==> src/rtl/mte_pkg.sv <==
// Shared types and helpers for the multi-threshold event generator.
package mte_pkg;

  // Trip direction of a threshold unit.
  typedef enum logic {
    POL_RISE = 1'b0,
    POL_FALL = 1'b1
  } pol_e;

  // Compare width: two guard bits keep thresh +/- hyst from overflowing.
  function automatic int unsigned cmp_w(input int unsigned dw);
    return dw + 2;
  endfunction

  // a + b clamped to 2^w - 1 (w < 32).
  function automatic logic [31:0] sat_add(input logic [31:0] a,
                                          input logic [31:0] b,
                                          input int unsigned w);
    logic [32:0] s;
    logic [32:0] m;
    s = {1'b0, a} + {1'b0, b};
    m = (33'd1 << w) - 33'd1;
    return (s > m) ? m[31:0] : s[31:0];
  endfunction

endpackage

==> src/rtl/mte_unit.sv <==
// One threshold unit: lane-serial armed/holdoff recurrence (S2) and
// output mask register plus saturating event counter (S3).
module mte_unit
  import mte_pkg::*;
#(
  parameter int NUM_CHANNELS = 16,
  parameter int DATA_WIDTH   = 20,
  parameter int HOLDOFF_W    = 8,
  parameter int CNT_W        = 16
) (
  input  logic                               clk,
  input  logic                               rst_n,
  input  logic                               i_valid1,
  input  logic                               i_valid2,
  input  logic [NUM_CHANNELS*DATA_WIDTH-1:0] i_diff,
  input  logic [DATA_WIDTH-1:0]              i_thresh,
  input  logic [DATA_WIDTH-1:0]              i_hyst,
  input  logic                               i_pol,
  input  logic [HOLDOFF_W-1:0]               i_holdoff,
  input  logic                               i_cnt_clr,
  output logic [NUM_CHANNELS-1:0]            o_mask,
  output logic [CNT_W-1:0]                   o_count
);

  localparam int CW = int'(cmp_w(DATA_WIDTH));
  localparam int PW = $clog2(NUM_CHANNELS + 1);

  logic                    w_fall;
  logic signed [CW-1:0]    w_thr;
  logic signed [CW-1:0]    w_hyst;
  logic signed [CW-1:0]    w_lvl;
  logic [NUM_CHANNELS-1:0] w_trip;
  logic [NUM_CHANNELS-1:0] w_rearm;

  logic                    r_armed;
  logic [HOLDOFF_W-1:0]    r_hold;
  logic [NUM_CHANNELS-1:0] r_mask2;
  logic [NUM_CHANNELS-1:0] r_mask3;
  logic [CNT_W-1:0]        r_cnt;

  logic                    w_armed_nxt;
  logic [HOLDOFF_W-1:0]    w_hold_nxt;
  logic [NUM_CHANNELS-1:0] w_mask_nxt;
  logic [PW-1:0]           w_pop;
  logic [31:0]             w_sum;
  logic                    w_unused_sum;

  assign w_fall = (i_pol == POL_FALL);
  assign w_thr  = {{2{i_thresh[DATA_WIDTH-1]}}, i_thresh};
  assign w_hyst = {2'b00, i_hyst};
  assign w_lvl  = w_fall ? (w_thr + w_hyst) : (w_thr - w_hyst);

  // Per-lane trip/rearm compares are independent of state and run in parallel.
  for (genvar k = 0; k < NUM_CHANNELS; k++) begin : g_lane
    logic signed [CW-1:0] w_s;
    assign w_s        = {{2{i_diff[k*DATA_WIDTH+DATA_WIDTH-1]}}, i_diff[k*DATA_WIDTH +: DATA_WIDTH]};
    assign w_trip[k]  = w_fall ? (w_s <= w_thr) : (w_s >= w_thr);
    assign w_rearm[k] = w_fall ? (w_s > w_lvl) : (w_s < w_lvl);
  end

  // Serial armed/holdoff recurrence, earliest lane first.
  always_comb begin
    w_armed_nxt = r_armed;
    w_hold_nxt  = r_hold;
    w_mask_nxt  = '0;
    for (int unsigned k = 0; k < NUM_CHANNELS; k++) begin
      if (w_hold_nxt != '0) begin
        w_hold_nxt = w_hold_nxt - HOLDOFF_W'(1);
        if (!w_armed_nxt && w_rearm[k]) w_armed_nxt = 1'b1;
      end else if (w_armed_nxt && w_trip[k]) begin
        w_mask_nxt[k] = 1'b1;
        w_armed_nxt   = 1'b0;
        w_hold_nxt    = i_holdoff;
      end else if (!w_armed_nxt && w_rearm[k]) begin
        w_armed_nxt = 1'b1;
      end
    end
  end

  // S2 state: advances only on valid blocks so gaps preserve continuity.
  always_ff @(posedge clk or negedge rst_n) begin
    if (!rst_n) begin
      r_armed <= 1'b0;
      r_hold  <= '0;
      r_mask2 <= '0;
    end else if (i_valid1) begin
      r_armed <= w_armed_nxt;
      r_hold  <= w_hold_nxt;
      r_mask2 <= w_mask_nxt;
    end
  end

  // Popcount of the S2 mask feeding the counter.
  always_comb begin
    w_pop = '0;
    for (int unsigned k = 0; k < NUM_CHANNELS; k++) begin
      w_pop = w_pop + PW'(r_mask2[k]);
    end
  end

  assign w_sum        = sat_add(32'(r_cnt), 32'(w_pop), CNT_W);
  assign w_unused_sum = ^w_sum[31:CNT_W];

  // S3: mask output register and counter; clear beats same-cycle events.
  always_ff @(posedge clk or negedge rst_n) begin
    if (!rst_n) begin
      r_mask3 <= '0;
      r_cnt   <= '0;
    end else begin
      if (i_valid2) r_mask3 <= r_mask2;
      if (i_cnt_clr) r_cnt <= '0;
      else if (i_valid2) r_cnt <= w_sum[CNT_W-1:0];
    end
  end

  assign o_mask  = r_mask3;
  assign o_count = r_cnt;

endmodule

==> src/rtl/multi_thresh_event_gen.sv <==
// Multi-threshold crossing event generator: S1 input/config register,
// NUM_THRESH lane-serial threshold units, 3-clock valid pipeline.
module multi_thresh_event_gen
  import mte_pkg::*;
#(
  parameter int NUM_CHANNELS = 16,
  parameter int DATA_WIDTH   = 20,
  parameter int NUM_THRESH   = 2,
  parameter int HOLDOFF_W    = 8,
  parameter int CNT_W        = 16
) (
  input  logic                               clk,
  input  logic                               rst_n,
  input  logic                               valid_in,
  input  logic [NUM_CHANNELS*DATA_WIDTH-1:0] diff_in,
  input  logic [NUM_THRESH*DATA_WIDTH-1:0]   thresh,
  input  logic [NUM_THRESH*DATA_WIDTH-1:0]   hyst,
  input  logic [NUM_THRESH-1:0]              polarity,
  input  logic [HOLDOFF_W-1:0]               holdoff,
  input  logic                               cnt_clr,
  output logic [NUM_THRESH*NUM_CHANNELS-1:0] event_mask,
  output logic [NUM_THRESH*CNT_W-1:0]        event_count,
  output logic                               valid_out
);

  logic                               r_valid1;
  logic                               r_valid2;
  logic                               r_valid3;
  logic [NUM_CHANNELS*DATA_WIDTH-1:0] r_diff1;
  logic [NUM_THRESH*DATA_WIDTH-1:0]   r_thresh1;
  logic [NUM_THRESH*DATA_WIDTH-1:0]   r_hyst1;
  logic [NUM_THRESH-1:0]              r_pol1;
  logic [HOLDOFF_W-1:0]               r_holdoff1;

  logic [NUM_CHANNELS-1:0] w_mask [NUM_THRESH];
  logic [CNT_W-1:0]        w_cnt  [NUM_THRESH];

  // S1: capture the block together with its configuration.
  always_ff @(posedge clk or negedge rst_n) begin
    if (!rst_n) begin
      r_diff1    <= '0;
      r_thresh1  <= '0;
      r_hyst1    <= '0;
      r_pol1     <= '0;
      r_holdoff1 <= '0;
    end else if (valid_in) begin
      r_diff1    <= diff_in;
      r_thresh1  <= thresh;
      r_hyst1    <= hyst;
      r_pol1     <= polarity;
      r_holdoff1 <= holdoff;
    end
  end

  // Valid pipeline S1 -> S2 -> S3.
  always_ff @(posedge clk or negedge rst_n) begin
    if (!rst_n) begin
      r_valid1 <= 1'b0;
      r_valid2 <= 1'b0;
      r_valid3 <= 1'b0;
    end else begin
      r_valid1 <= valid_in;
      r_valid2 <= r_valid1;
      r_valid3 <= r_valid2;
    end
  end

  for (genvar t = 0; t < NUM_THRESH; t++) begin : g_unit
    mte_unit #(
      .NUM_CHANNELS (NUM_CHANNELS),
      .DATA_WIDTH   (DATA_WIDTH),
      .HOLDOFF_W    (HOLDOFF_W),
      .CNT_W        (CNT_W)
    ) u_unit (
      .clk       (clk),
      .rst_n     (rst_n),
      .i_valid1  (r_valid1),
      .i_valid2  (r_valid2),
      .i_diff    (r_diff1),
      .i_thresh  (r_thresh1[t*DATA_WIDTH +: DATA_WIDTH]),
      .i_hyst    (r_hyst1[t*DATA_WIDTH +: DATA_WIDTH]),
      .i_pol     (r_pol1[t]),
      .i_holdoff (r_holdoff1),
      .i_cnt_clr (cnt_clr),
      .o_mask    (w_mask[t]),
      .o_count   (w_cnt[t])
    );
  end

  // Pack per-unit results into the flat output buses.
  always_comb begin
    event_mask  = '0;
    event_count = '0;
    for (int unsigned t = 0; t < NUM_THRESH; t++) begin
      event_mask[t*NUM_CHANNELS +: NUM_CHANNELS] = w_mask[t];
      event_count[t*CNT_W +: CNT_W]              = w_cnt[t];
    end
  end

  assign valid_out = r_valid3;

endmodule

==> config.mk <==
export PLATFORM = sky130hd
export DESIGN_NAME = multi_thresh_event_gen
export DESIGN_NICKNAME = d
export VERILOG_FILES = /design/src/rtl/mte_pkg.sv /design/src/rtl/mte_unit.sv /design/src/rtl/multi_thresh_event_gen.sv
export SDC_FILE = /design/constraint.sdc
export NUM_CORES = 2
export LEC_CHECK = 0
export CORE_MARGIN = 2
export CORE_UTILIZATION = 55
export DETAILED_ROUTE_END_ITERATION = 16
export PLACE_DENSITY = 0.75
export SLEW_MARGIN = 20
export SYNTH_ARGS = -nofsm -noshare
export SYNTH_HDL_FRONTEND = slang
export SYNTH_SLANG_ARGS = --single-unit
==> constraint.sdc <==
create_clock -name clk -period 34 [get_ports clk]
set_input_delay 6.8 -clock clk [delete_from_list [all_inputs] [get_ports clk]]
set_output_delay 6.8 -clock clk [all_outputs]
set_load 0.02 [all_outputs]
==> implementation parameters <==
Parameter                              Value

Global routing
  Gr usage total    0.473
  Via count of the first global-routing pass    70700
  Global-route wire length before repair    465000 um
  Initial antenna violation count    39
  Pin count of the biggest net entering global routing    160
  Total overflow reported by the global router    0

CTS
  Clock tree from TritonCTS    yes
  Number of buffers inserted to repair setup after CTS    0
  Cell at the root of the clock tree    sky130_fd_sc_hd__clkbuf_16
  Clock buffers created by TritonCTS    60
  Sink Count    527
  Largest buffer count on any clock path    3
  Clock network latency to the later pin of the worst-skew pair    0.73 ns
  Clock H-tree levels    2
  CTS clk-pin slew, worst paths    0.06 ns

Worst setup path
  Required time reported for the critical path endpoint    34.57 ns
  Endpoint class of the critical path    register
  R2R Path End    g_unit[0].u_unit.r_hold[2]
  Length in cells of the worst reg-to-reg path    107
  CP Launch Point    r_hyst1[2]
  Most frequent cell on the critical path    sky130_fd_sc_hd__ha_1
  Cell with the biggest individual delay on the critical path    sky130_fd_sc_hd__a2111oi_0
  Critical path endpoint    g_unit[0].u_unit.r_hold[2]
  Data arrival time of the critical path    32.02 ns
  Critical Path Source Type    register
  Stage delay of the slowest cell on the critical path    0.97 ns
  Reg2reg start    r_hyst1[2]
  Class of the most critical setup path    reg -> reg
  Flop-to-flop setup slack    2.55 ns
  Worst-path maximum fanout    16

Yosys
  Mux contribution to synthesized area    0.0844
  Primary flip-flop cell chosen by synthesis mapping    sky130_fd_sc_hd__dfrtp_1
  Dominant combinational cell family by area after synthesis    adder cells
  Sequential share of the synthesized area    0.186
  Xor-xnor portion of the synthesized cell area    0.0336
  Syn nets    9963
  Cell count after synthesis    8209
  Average cell area after synthesis    8.64 sq um
  Count of different cell masters after synthesis    139
  Ys async rst share    1.00
  Number of enable flip-flop cells after synthesis    0
  Adder and majority gate portion of the synthesized area    0.245
  Synth Register Bits    527
  Fraction of the mapped netlist area in simple logic gates    0.194
  Area fraction in compound gates after synthesis    0.226
  Cell Area, Synth    0.0710 sq mm
  Synthesis Warnings    0

Drt
  Remaining antenna violation count after routing    0
  Drt total wl    321000 um
  Detailed-route wire length per cell    30.9 um
  Vias after detailed routing    74800
  DRC Markers    0
  Post-DR vias/cell    7.21
  DR iter-0 viols    10200
  DR pass1 iterations    8

Final layout
  Combined area of the multi-input logic cells    0.0559 sq mm
  Area delta synth->final    13.2%
  Number of nets in the final layout    10400
  Fill cell total of the finished layout    11000
  Sequential cell area    0.0132 sq mm
  Layout cell share with drive strength beyond 1    0.106
  Highest-count cells in the layout ignoring fill and taps    sky130_fd_sc_hd__ha_1 (1315), sky130_fd_sc_hd__a21oi_1 (575), sky130_fd_sc_hd__nand2_1 (535)
  Commonest non-fill, non-tap cell in the layout    sky130_fd_sc_hd__ha_1

Timing
  Final critical path time including I/O delays and setup    31.45 ns
  Period utilization    0.925
  Worst-case headroom to the max-slew limit    0.111
  Worst Skew    0.0591 ns
  Endpoints failing setup    0
  Hold violation total from the final report    0
  Max Freq    31.8 MHz
  Max-slew violation count    0
  Setup TNS    0 ns
  RSZ-0062 raised after global routing    no
  Transition time at the pin with the least slew margin    1.32 ns

Floorplanning
  Horizontal extent of the die    363 um
  Die outline height    363 um
  I/O pin total    479
  Full die area    0.132 sq mm
  Starting density of the core    0.555
  Placeable core region    0.128 sq mm
  Row count    131

Placed design
  Count of buffers inserted at the top-level ports    478
  Detailed-placement wirelength estimate    230000 um
  Placer Congestion    1.05

Min path
  Count of cells along the worst hold path    1
  Path class of the lowest-slack min-delay path    reg -> reg
  Hold path startpoint    g_unit[1].u_unit.r_mask2[13]

Status
  Status    finished, final reports clean

Job
  Number of violations of the max-capacitance limit    0
[worst min-delay path by stage]
stage	end	slack, ns
after CTS	g_unit[0].u_unit.o_mask[4]	0.51
after global routing	g_unit[1].u_unit.o_mask[13]	0.52
after detailed placement	g_unit[1].u_unit.o_mask[8]	0.49
after global placement	g_unit[1].u_unit.o_mask[3]	0.49
final	g_unit[1].u_unit.o_mask[13]	0.51
after floorplan	valid_out	0.41
[cell usage after synthesis (32+ instances only)]
cell type                  count  area (sq um)
sky130_fd_sc_hd__nand2b_1    191          1190
sky130_fd_sc_hd__nand2_1     535          2010
sky130_fd_sc_hd__maj3_1       44           440
sky130_fd_sc_hd__a211oi_1     98           736
sky130_fd_sc_hd__mux2_2      409          4610
sky130_fd_sc_hd__o21a_1       96           721
sky130_fd_sc_hd__and3_1       57           357
sky130_fd_sc_hd__o31ai_1      48           360
sky130_fd_sc_hd__and4_1       62           543
sky130_fd_sc_hd__o21ai_0     509          2550
sky130_fd_sc_hd__a21o_1      239          1790
sky130_fd_sc_hd__and2_1       51           319
sky130_fd_sc_hd__xor2_1       87           762
sky130_fd_sc_hd__o211ai_1     78           586
sky130_fd_sc_hd__nand4_1     288          1800
sky130_fd_sc_hd__nor2b_1     209          1310
sky130_fd_sc_hd__inv_1       262           983
sky130_fd_sc_hd__mux2i_1     133          1330
sky130_fd_sc_hd__a31oi_1      93           582
sky130_fd_sc_hd__nor4_1       84           526
sky130_fd_sc_hd__ha_1       1316         16500
sky130_fd_sc_hd__xnor2_1     183          1600
sky130_fd_sc_hd__nor2_1      443          1660
sky130_fd_sc_hd__o221ai_1     32           280
sky130_fd_sc_hd__dfrtp_1     527         13200
sky130_fd_sc_hd__nand3_1     224          1120
sky130_fd_sc_hd__nor3_1      150           751
sky130_fd_sc_hd__a21oi_1     576          2880
sky130_fd_sc_hd__buf_2        45           225
sky130_fd_sc_hd__or3_1        40           250
sky130_fd_sc_hd__or2_2        38           238
sky130_fd_sc_hd__clkbuf_1    197           739
[critical path: cells and delay by family, from the launching register on]
kind	cells	cell delay [ns]
AO/OA/AOI/OAI	32	9.27
XOR/XNOR	2	0.22
adder cells (fa/ha/maj)	15	4.18
buffers and inverters	12	1.71
flip-flops	1	0.43
multiplexers	7	3.18
AND/OR/NAND/NOR	39	12.23
[logic make-up after synthesis]
kind of cell | count (synthesis)
adder cells (fa/ha/maj) | 1385
AO/OA/AOI/OAI | 2377
XOR/XNOR | 271
multiplexers | 546
AND/OR/NAND/NOR | 2548
flip-flops | 527
buffers and inverters | 555
[per-layer routing]
layer / share of wire / routed length, um / track usage
met1: 0.37 / 119000 / 0.589
met2: 0.39 / 125000 / 0.659
met3: 0.14 / 46400 / 0.175
met4: 0.095 / 30400 / 0.364
met5: 0.00051 / 163 / 0.00254
[through the flow]
step                      setup WS [ns]  hold slack [ns]  std cells  utilization  instance area (sq um)
after floorplan                    7.54            0.410       8209            -                  71000
after global routing              0.180            0.521      10300        0.628                  80300
final                              2.55            0.506      10400        0.628                  80300
after CTS                          2.48            0.508      10300        0.627                  80200
after detailed placement           2.61            0.491      10200        0.612                  78200
after global placement             3.22            0.485      10200        0.612                  78200
[registers in the layout, indices dropped and copies added, names as in the netlist, 8 cells and up]
register / flops
r_diff1: 320
r_hyst1: 40
r_thresh1: 40
g_unit.u_unit.o_count: 32
g_unit.u_unit.o_mask: 32
g_unit.u_unit.r_mask2: 32
g_unit.u_unit.r_hold: 16
r_holdoff1: 8
[area by class of cell]
cell class | instances | share of cell area
multi-input cells | 7127 | 0.696
flip-flops and latches | 527 | 0.164
repair buffers | 641 | 0.0754
well taps | 1662 | 0.0259
clock buffers | 80 | 0.0207
inverters | 270 | 0.0126
clock inverters | 32 | 0.00447
diodes | 35 | 0.00109
[timing repair]
action / in CTS / in global routing
hold buffers: 0 / 0
resized for setup: 0 / 3
hold endpoints to repair: 0 / 0
setup endpoints to repair: 0 / 10
Power is left out: the tool's default activity adds up to more than one toggle a clock period on the data nets, which glitch-free logic cannot reach.
